`config.mk`:
```
export PLATFORM = sky130hd
export DESIGN_NAME = sdram_arbiter_flat
export DESIGN_NICKNAME = d
export VERILOG_FILES = /design/src/rtl/sdram_arb_pkg.sv /design/src/rtl/sdram_arbiter_if.sv /design/src/rtl/sdram_refresh_timer.sv /design/src/rtl/sdram_arbiter.sv /design/src/flat_wrapper.sv
export SDC_FILE = /design/constraint.sdc
export NUM_CORES = 1
export LEC_CHECK = 0
export ABC_AREA = 1
export ABC_CLOCK_PERIOD_IN_PS = 1500
export CORE_MARGIN = 2
export CORE_UTILIZATION = 26
export CTS_CLUSTER_DIAMETER = 80
export DETAILED_ROUTE_END_ITERATION = 6
export GPL_ROUTABILITY_DRIVEN = 0
export GPL_TIMING_DRIVEN = 0
export HOLD_SLACK_MARGIN = 0.05
export PLACE_DENSITY = 0.68
export SKIP_LAST_GASP = 1
export SYNTH_ARGS = -nofsm -noshare
export SYNTH_HDL_FRONTEND = slang
export SYNTH_SLANG_ARGS = --single-unit
export TNS_END_PERCENT = 1
```
`constraint.sdc`:
```
create_clock -name clock -period 1.5 [get_ports clock]
set_input_delay 0.225 -clock clock [delete_from_list [all_inputs] [get_ports clock]]
set_output_delay 0.225 -clock clock [all_outputs]
set_load 0.05 [all_outputs]
```
`src/rtl/sdram_arb_pkg.sv`:
```
// Shared types and defaults for the SDRAM arbiter: FSM states, slot owners,
// controller strobe bundle and the timing defaults.
package sdram_arb_pkg;

  localparam int SLOT_DEFAULT             = 14;
  localparam int REFRESH_INTERVAL_DEFAULT = 390;
  localparam int STARVE_LIMIT             = 2;

  typedef enum logic [1:0] {
    ST_WAITRDY,
    ST_IDLE,
    ST_SLOT,
    ST_DONE
  } state_e;

  typedef enum logic [1:0] {
    OWN_NONE,
    OWN_REF,
    OWN_VID,
    OWN_CPU
  } owner_e;

  typedef struct packed {
    logic refresh;
    logic write;
    logic read;
  } strobe_t;

  // Strobe pattern for a slot owned by `own`; `we` only matters for the CPU.
  function automatic strobe_t strobe_for(owner_e own, logic we);
    strobe_t s;
    s = '0;
    case (own)
      OWN_REF: s.refresh = 1'b1;
      OWN_VID: s.read    = 1'b1;
      OWN_CPU: if (we) s.write = 1'b1; else s.read = 1'b1;
      default: s = '0;
    endcase
    return s;
  endfunction

endpackage

```
`src/rtl/sdram_arbiter_if.sv`:
```
// Requester and controller-side bus of the SDRAM arbiter. The arbiter uses
// the slave modport; whoever drives requests and models the controller uses master.
interface sdram_arbiter_if;
  logic        vidReq;
  logic [23:0] vidA;
  logic [15:0] vidQ;
  logic        vidAck;

  logic        cpuReq;
  logic        cpuWe;
  logic [23:0] cpuA;
  logic [15:0] cpuD;
  logic [15:0] cpuQ;
  logic        cpuAck;

  logic        memRefresh;
  logic        memWrite;
  logic        memRead;
  logic [23:0] memA;
  logic [15:0] memD;
  logic [15:0] memQ;

  modport slave (
    input  vidReq, vidA, cpuReq, cpuWe, cpuA, cpuD, memQ,
    output vidQ, vidAck, cpuQ, cpuAck, memRefresh, memWrite, memRead, memA, memD
  );

  modport master (
    output vidReq, vidA, cpuReq, cpuWe, cpuA, cpuD, memQ,
    input  vidQ, vidAck, cpuQ, cpuAck, memRefresh, memWrite, memRead, memA, memD
  );
endinterface

```
`src/rtl/sdram_refresh_timer.sv`:
```
// Refresh interval timer with a 2-bit saturating count of owed refreshes.
// Only instantiated when SDRAM_ARB_REFRESH_EN is defined.
module sdram_refresh_timer
  import sdram_arb_pkg::*;
#(
  parameter int INTERVAL = REFRESH_INTERVAL_DEFAULT
) (
  input  logic clock,
  input  logic reset,
  input  logic dec_i,
  output logic pending_o
);

  localparam int TW = (INTERVAL > 1) ? $clog2(INTERVAL) : 1;

  logic [TW-1:0] timer_q, timer_d;
  logic [1:0]    pend_q, pend_d;
  logic          expire;
  logic          take;

  assign expire = (timer_q == TW'(INTERVAL - 1));
  assign take   = dec_i && (pend_q != 2'd0);

  always_comb begin
    timer_d = expire ? '0 : timer_q + 1'b1;
    pend_d  = pend_q;
    // An expiry and a grant in the same cycle cancel out.
    case ({expire, take})
      2'b10:   pend_d = (pend_q == 2'd3) ? pend_q : pend_q + 2'd1;
      2'b01:   pend_d = pend_q - 2'd1;
      default: pend_d = pend_q;
    endcase
  end

  always_ff @(posedge clock) begin
    if (reset) begin
      timer_q <= '0;
      pend_q  <= 2'd0;
    end else begin
      timer_q <= timer_d;
      pend_q  <= pend_d;
    end
  end

  assign pending_o = (pend_q != 2'd0);

endmodule

```
`src/rtl/sdram_arbiter.sv`:
```
// Time-slotted arbiter sharing one SDRAM controller between video, CPU and
// refresh. Define SDRAM_ARB_REFRESH_EN to include the internal refresh timer.
module sdram_arbiter
  import sdram_arb_pkg::*;
#(
  parameter int SLOT             = SLOT_DEFAULT,
  parameter int REFRESH_INTERVAL = REFRESH_INTERVAL_DEFAULT
) (
  input  logic           clock,
  input  logic           reset,
  input  logic           ready,
  sdram_arbiter_if.slave bus
);

  localparam int CW = $clog2(SLOT);

  if (SLOT < 12 || REFRESH_INTERVAL < 2) begin : g_bad_cfg
    $error("sdram_arbiter: SLOT must be >= 12 and REFRESH_INTERVAL >= 2");
  end

  state_e        state_q, state_d;
  logic [CW-1:0] cnt_q, cnt_d;
  owner_e        owner_q, owner_d;
  owner_e        grant;
  logic          we_q, we_d;
  logic [1:0]    starve_q, starve_d;
  strobe_t       strobe_q, strobe_d;
  logic [23:0]   memA_q, memA_d;
  logic [15:0]   memD_q, memD_d;
  logic [15:0]   vidQ_q, vidQ_d, cpuQ_q, cpuQ_d;
  logic          vidAck_q, vidAck_d, cpuAck_q, cpuAck_d;
  logic          ref_pend;

`ifdef SDRAM_ARB_REFRESH_EN
  logic ref_dec;
  assign ref_dec = (grant == OWN_REF);

  sdram_refresh_timer #(.INTERVAL(REFRESH_INTERVAL)) u_refresh (
    .clock     (clock),
    .reset     (reset),
    .dec_i     (ref_dec),
    .pending_o (ref_pend)
  );
`else
  assign ref_pend = 1'b0;
`endif

  always_comb begin
    state_d  = state_q;
    cnt_d    = cnt_q;
    owner_d  = owner_q;
    we_d     = we_q;
    starve_d = starve_q;
    strobe_d = strobe_q;
    memA_d   = memA_q;
    memD_d   = memD_q;
    vidQ_d   = vidQ_q;
    cpuQ_d   = cpuQ_q;
    vidAck_d = 1'b0;
    cpuAck_d = 1'b0;
    grant    = OWN_NONE;

    case (state_q)
      ST_WAITRDY: if (ready) state_d = ST_IDLE;

      ST_IDLE: begin
        if (!ready) begin
          state_d = ST_WAITRDY;
        end else begin
          if (ref_pend)
            grant = OWN_REF;
          else if (bus.cpuReq && (!bus.vidReq || starve_q >= 2'(STARVE_LIMIT)))
            grant = OWN_CPU;
          else if (bus.vidReq)
            grant = OWN_VID;

          if (grant != OWN_NONE) begin
            state_d  = ST_SLOT;
            cnt_d    = '0;
            owner_d  = grant;
            we_d     = (grant == OWN_CPU) && bus.cpuWe;
            strobe_d = strobe_for(grant, bus.cpuWe);
            memA_d   = '0;
            memD_d   = '0;
            case (grant)
              OWN_VID: begin
                memA_d   = bus.vidA;
                starve_d = !bus.cpuReq ? 2'd0 :
                           (starve_q >= 2'(STARVE_LIMIT)) ? starve_q : starve_q + 2'd1;
              end
              OWN_CPU: begin
                memA_d   = bus.cpuA;
                memD_d   = bus.cpuD;
                starve_d = 2'd0;
              end
              default: ;
            endcase
          end
        end
      end

      ST_SLOT: begin
        cnt_d = cnt_q + 1'b1;
        if (cnt_q == CW'(1)) strobe_d = '0;
        // Ack and read data are registered, so they are loaded on the edge
        // that enters s=SLOT-1; controller data is long settled by then.
        if (cnt_q == CW'(SLOT - 2)) begin
          case (owner_q)
            OWN_VID: begin
              vidAck_d = 1'b1;
              vidQ_d   = bus.memQ;
            end
            OWN_CPU: begin
              cpuAck_d = 1'b1;
              if (!we_q) cpuQ_d = bus.memQ;
            end
            default: ;
          endcase
        end
        if (cnt_q == CW'(SLOT - 1)) begin
          state_d = ST_DONE;
          cnt_d   = '0;
        end
      end

      ST_DONE: begin
        owner_d = OWN_NONE;
        state_d = ready ? ST_IDLE : ST_WAITRDY;
      end

      default: state_d = ST_WAITRDY;
    endcase
  end

  always_ff @(posedge clock) begin
    if (reset) begin
      state_q  <= ST_WAITRDY;
      cnt_q    <= '0;
      owner_q  <= OWN_NONE;
      we_q     <= 1'b0;
      starve_q <= 2'd0;
      strobe_q <= '0;
      memA_q   <= '0;
      memD_q   <= '0;
      vidQ_q   <= '0;
      cpuQ_q   <= '0;
      vidAck_q <= 1'b0;
      cpuAck_q <= 1'b0;
    end else begin
      state_q  <= state_d;
      cnt_q    <= cnt_d;
      owner_q  <= owner_d;
      we_q     <= we_d;
      starve_q <= starve_d;
      strobe_q <= strobe_d;
      memA_q   <= memA_d;
      memD_q   <= memD_d;
      vidQ_q   <= vidQ_d;
      cpuQ_q   <= cpuQ_d;
      vidAck_q <= vidAck_d;
      cpuAck_q <= cpuAck_d;
    end
  end

  assign bus.memRefresh = strobe_q.refresh;
  assign bus.memWrite   = strobe_q.write;
  assign bus.memRead    = strobe_q.read;
  assign bus.memA       = memA_q;
  assign bus.memD       = memD_q;
  assign bus.vidQ       = vidQ_q;
  assign bus.cpuQ       = cpuQ_q;
  assign bus.vidAck     = vidAck_q;
  assign bus.cpuAck     = cpuAck_q;

endmodule

```
`src/flat_wrapper.sv`:
```
// flat-port wrapper written by rule: the top's interface ports become plain ports
module sdram_arbiter_flat import sdram_arb_pkg::*;
#(
  parameter int SLOT             = SLOT_DEFAULT,
  parameter int REFRESH_INTERVAL = REFRESH_INTERVAL_DEFAULT
)
  (clock, reset, ready, bus_vidReq, bus_vidA, bus_cpuReq, bus_cpuWe, bus_cpuA, bus_cpuD, bus_memQ, bus_vidQ, bus_vidAck, bus_cpuQ, bus_cpuAck, bus_memRefresh, bus_memWrite, bus_memRead, bus_memA, bus_memD);
  sdram_arbiter_if bus_i ();
  input  logic clock;
  input  logic reset;
  input  logic ready;
  input wire logic [$bits(bus_i.vidReq)-1:0] bus_vidReq;
  input wire logic [$bits(bus_i.vidA)-1:0] bus_vidA;
  input wire logic [$bits(bus_i.cpuReq)-1:0] bus_cpuReq;
  input wire logic [$bits(bus_i.cpuWe)-1:0] bus_cpuWe;
  input wire logic [$bits(bus_i.cpuA)-1:0] bus_cpuA;
  input wire logic [$bits(bus_i.cpuD)-1:0] bus_cpuD;
  input wire logic [$bits(bus_i.memQ)-1:0] bus_memQ;
  output wire logic [$bits(bus_i.vidQ)-1:0] bus_vidQ;
  output wire logic [$bits(bus_i.vidAck)-1:0] bus_vidAck;
  output wire logic [$bits(bus_i.cpuQ)-1:0] bus_cpuQ;
  output wire logic [$bits(bus_i.cpuAck)-1:0] bus_cpuAck;
  output wire logic [$bits(bus_i.memRefresh)-1:0] bus_memRefresh;
  output wire logic [$bits(bus_i.memWrite)-1:0] bus_memWrite;
  output wire logic [$bits(bus_i.memRead)-1:0] bus_memRead;
  output wire logic [$bits(bus_i.memA)-1:0] bus_memA;
  output wire logic [$bits(bus_i.memD)-1:0] bus_memD;
  assign bus_i.vidReq = bus_vidReq;
  assign bus_i.vidA = bus_vidA;
  assign bus_i.cpuReq = bus_cpuReq;
  assign bus_i.cpuWe = bus_cpuWe;
  assign bus_i.cpuA = bus_cpuA;
  assign bus_i.cpuD = bus_cpuD;
  assign bus_i.memQ = bus_memQ;
  assign bus_vidQ = bus_i.vidQ;
  assign bus_vidAck = bus_i.vidAck;
  assign bus_cpuQ = bus_i.cpuQ;
  assign bus_cpuAck = bus_i.cpuAck;
  assign bus_memRefresh = bus_i.memRefresh;
  assign bus_memWrite = bus_i.memWrite;
  assign bus_memRead = bus_i.memRead;
  assign bus_memA = bus_i.memA;
  assign bus_memD = bus_i.memD;
  sdram_arbiter #(.SLOT(SLOT), .REFRESH_INTERVAL(REFRESH_INTERVAL)) u_core (.clock(clock), .reset(reset), .ready(ready), .bus(bus_i));
endmodule
```
==> impl_metrics.tcl <==
set metrics [dict create \
    remaining_drc_errors 0 \
    drt_iter0_markers 192 \
    fin_cells 827 \
    slew_viol_final 0 \
    synth_enable_flop_cells 0 \
    syn_inst 474 \
    setup_viol 120 \
    ys_types 29 \
    crit_path_cell_trace "clkdlybuf4s50_1" \
    yosys-top-cells-area "dfxtp_1, nand2_1, nand3_1, nor2_1, a21oi_1" \
    vias 3757 \
    hold_viol_final 0 \
    cts_root_buf "clkbuf_16" \
    postSynthAreaPerCell_um2 7.54 \
    hp-class "in -> reg" \
    clock_latency_ps 340 \
    tns_ps -16870 \
    synth.yosys.warnings 0 \
    critPathArrivalTime_ps 1520 \
    path_buf_inv 1 \
    grt_usage_pct 15.0 \
    synth_top_cell_by_area "dfxtp_1" \
    grt_pass1_vias 3651 \
    drt-total-wl_mm 11.2 \
    die_width_um 121 \
    ir_drop_v 0.000432 \
    ant_nets 0 \
    n_antenna_cell 0 \
    violations "negative setup slack" \
    die-area_um2 14700 \
    fmax_ghz 0.575 \
    antenna_found_initial 0 \
    numCtsBuffers 9 \
    status "complete, but fails checks" \
    clk_pin_slew_worst_paths_ps 60 \
    slowest_stage "clkdlybuf4s50_1" \
    overflow 0 \
    start_kind "flop" \
    p_per_area_nw_per_um2 1030 \
    grt_max_degree 15 \
    ys.flop_type "dfxtp_1" \
    placed_cells 811 \
    cts_tree "done" \
    synth_most_common_cell "nand2_1" \
    slew_headroom_pct 60.8 \
    ys_ff_latch 88 \
    die_h_um 121 \
    fin_skew_ps 5.82 \
    path_class "reg -> out" \
    row_count 42 \
    power_leakage_uw 0.00216 \
    worst_pin_slew_ps 588 \
    io-pin-count 163 \
    yosysSeqAreaShare_pct 49.3 \
    cts_sinks 88 \
    fin_crit_ps 1740 \
    fin_nets 733 \
    first_pass_iters 5 \
    area_growth_pct 60.8 \
    synthArstFlopShare_pct 0 \
    cts_setup_buffers 0 \
    synth_nets 561 \
    clock_path_buffers 2 \
    crit_family "buffers and inverters" \
    viasPerCell 4.54 \
    dp_slack_ps -458 \
    fin_ws_ps -240 \
    wl_per_cell_um 13.5 \
    r2r_slack_ps -100 \
    power_uw 5900 \
    core_area_um2 13300 \
    cap_viol_max_count 0 \
    initial_core_util_pct 26.8 \
    drive_gt1_share_pct 7.83 \
    dp_hpwl_mm 8.60 \
    yosysTopAreaCellShare_pct 49.3 \
    grt_pass1_wl_mm 17.3 \
    portBuffers 161 \
    critical_path.max_fanout 2 \
    synth_commonest_cells "nand2_1, dfxtp_1, nor2_1" \
    max_stage_delay_ps 830 \
    htreeDepth 3 \
    fin_crit_sh_pct 116 \
    crit_required_ps 1270 \
    grt_setup_unrepaired "true" \
    cts_hold_buf 0 \
    netlist_area_um2 3570 \
    cp-end-kind "primary output" \
]
-- repair_timing --
item                                    CTS  global route
gates cloned                              0             0
pin swaps                                 0             0
endpoints found under the setup margin  117           145
resized for setup                         1             2
-- final cells by class --
class	instances	area [um^2]
plain buffers	27	170
fillers	1360	7600
clock inverters	5	78.8
well taps	176	220
inverters	24	90.1
flip-flops and latches	88	1760
multi-input cells	335	1560
clock buffers	11	253
repair buffers	161	1610
-- through the flow --
stage / utilization, % / hold slack [ps] / area, um^2
after floorplan: - / 368 / 3570
final: 43.0 / 238 / 5750
after detailed placement: 40.5 / 441 / 5410
after global routing: 43.0 / 252 / 5750
after CTS: 43.0 / 238 / 5740
after global placement: 40.5 / 434 / 5410
-- kinds of logic after synthesis --
| family | after synthesis | share of synthesized area [%] |
|---|---|---|
| AOI/OAI and AO/OA | 100 | 15.2 |
| xor gates and xnor gates | 1 | 0.245 |
| adders and majority gates | 1 | 0.350 |
| buffers and inverters | 51 | 7.28 |
| DFF | 88 | 49.3 |
| and+or+nand+nor | 233 | 27.6 |
-- registers in the layout, summed over array words and instances (netlist names), named ones only --
name	flops
u_core.bus.memA	24
u_core.bus.cpuQ	16
u_core.bus.memD	16
u_core.bus.vidQ	16
u_core.cnt_q	4
u_core.owner_q	2
u_core.starve_q	2
u_core.bus.cpuAck	1
u_core.bus.memRead	1
u_core.bus.memRefresh	1
u_core.bus.memWrite	1
u_core.bus.vidAck	1
u_core.state_q	1
u_core.we_q	1
-- power by group --
part           leakage (uW)  switching (uW)  internal [uW]
Clock              0.000165             926           1550
Combinational       0.00128             549            414
Sequential         0.000712            48.4           2410
Total               0.00216            1520           4370
-- per-layer routing --
| layer | GRT usage, % | vias up | wire (um) |
|---|---|---|---|
| li1 | - | 1908 | - |
| met1 | 17.7 | 1713 | 4790 |
| met2 | 25.7 | 116 | 5500 |
| met3 | 3.20 | 20 | 550 |
| met4 | 7.69 | 0 | 318 |
| met5 | 0 | - | 0 |
-- path summary, 6_finish.rpt --
check | from | end | depth (start not counted)
max | u_core.bus.cpuQ[14] | bus_cpuQ[14] | 1
min | reset | u_core.bus.memD[1] | 2
max reg2reg | u_core.starve_q[1] | u_core.bus.memWrite | 6
min reg2reg | u_core.bus.memRefresh | u_core.bus.memRefresh | 2
-- cells in the final DEF, fill, tap and decap left out, types with 3 or more instances in the layout --
| master | n |
|---|---|
| nand2_1 | 125 |
| inv_1 | 18 |
| clkbuf_8 | 3 |
| buf_2 | 7 |
| o21ai_0 | 38 |
| a21oi_1 | 39 |
| buf_4 | 3 |
| nand3_1 | 41 |
| nor2_1 | 53 |
| nand2_2 | 4 |
| buf_6 | 5 |
| a31oi_1 | 19 |
| inv_2 | 4 |
| clkdlybuf4s50_1 | 159 |
| dfxtp_1 | 88 |
| clkbuf_16 | 9 |
| clkbuf_1 | 10 |
Note: power is estimated with default switching activity, not from simulation.
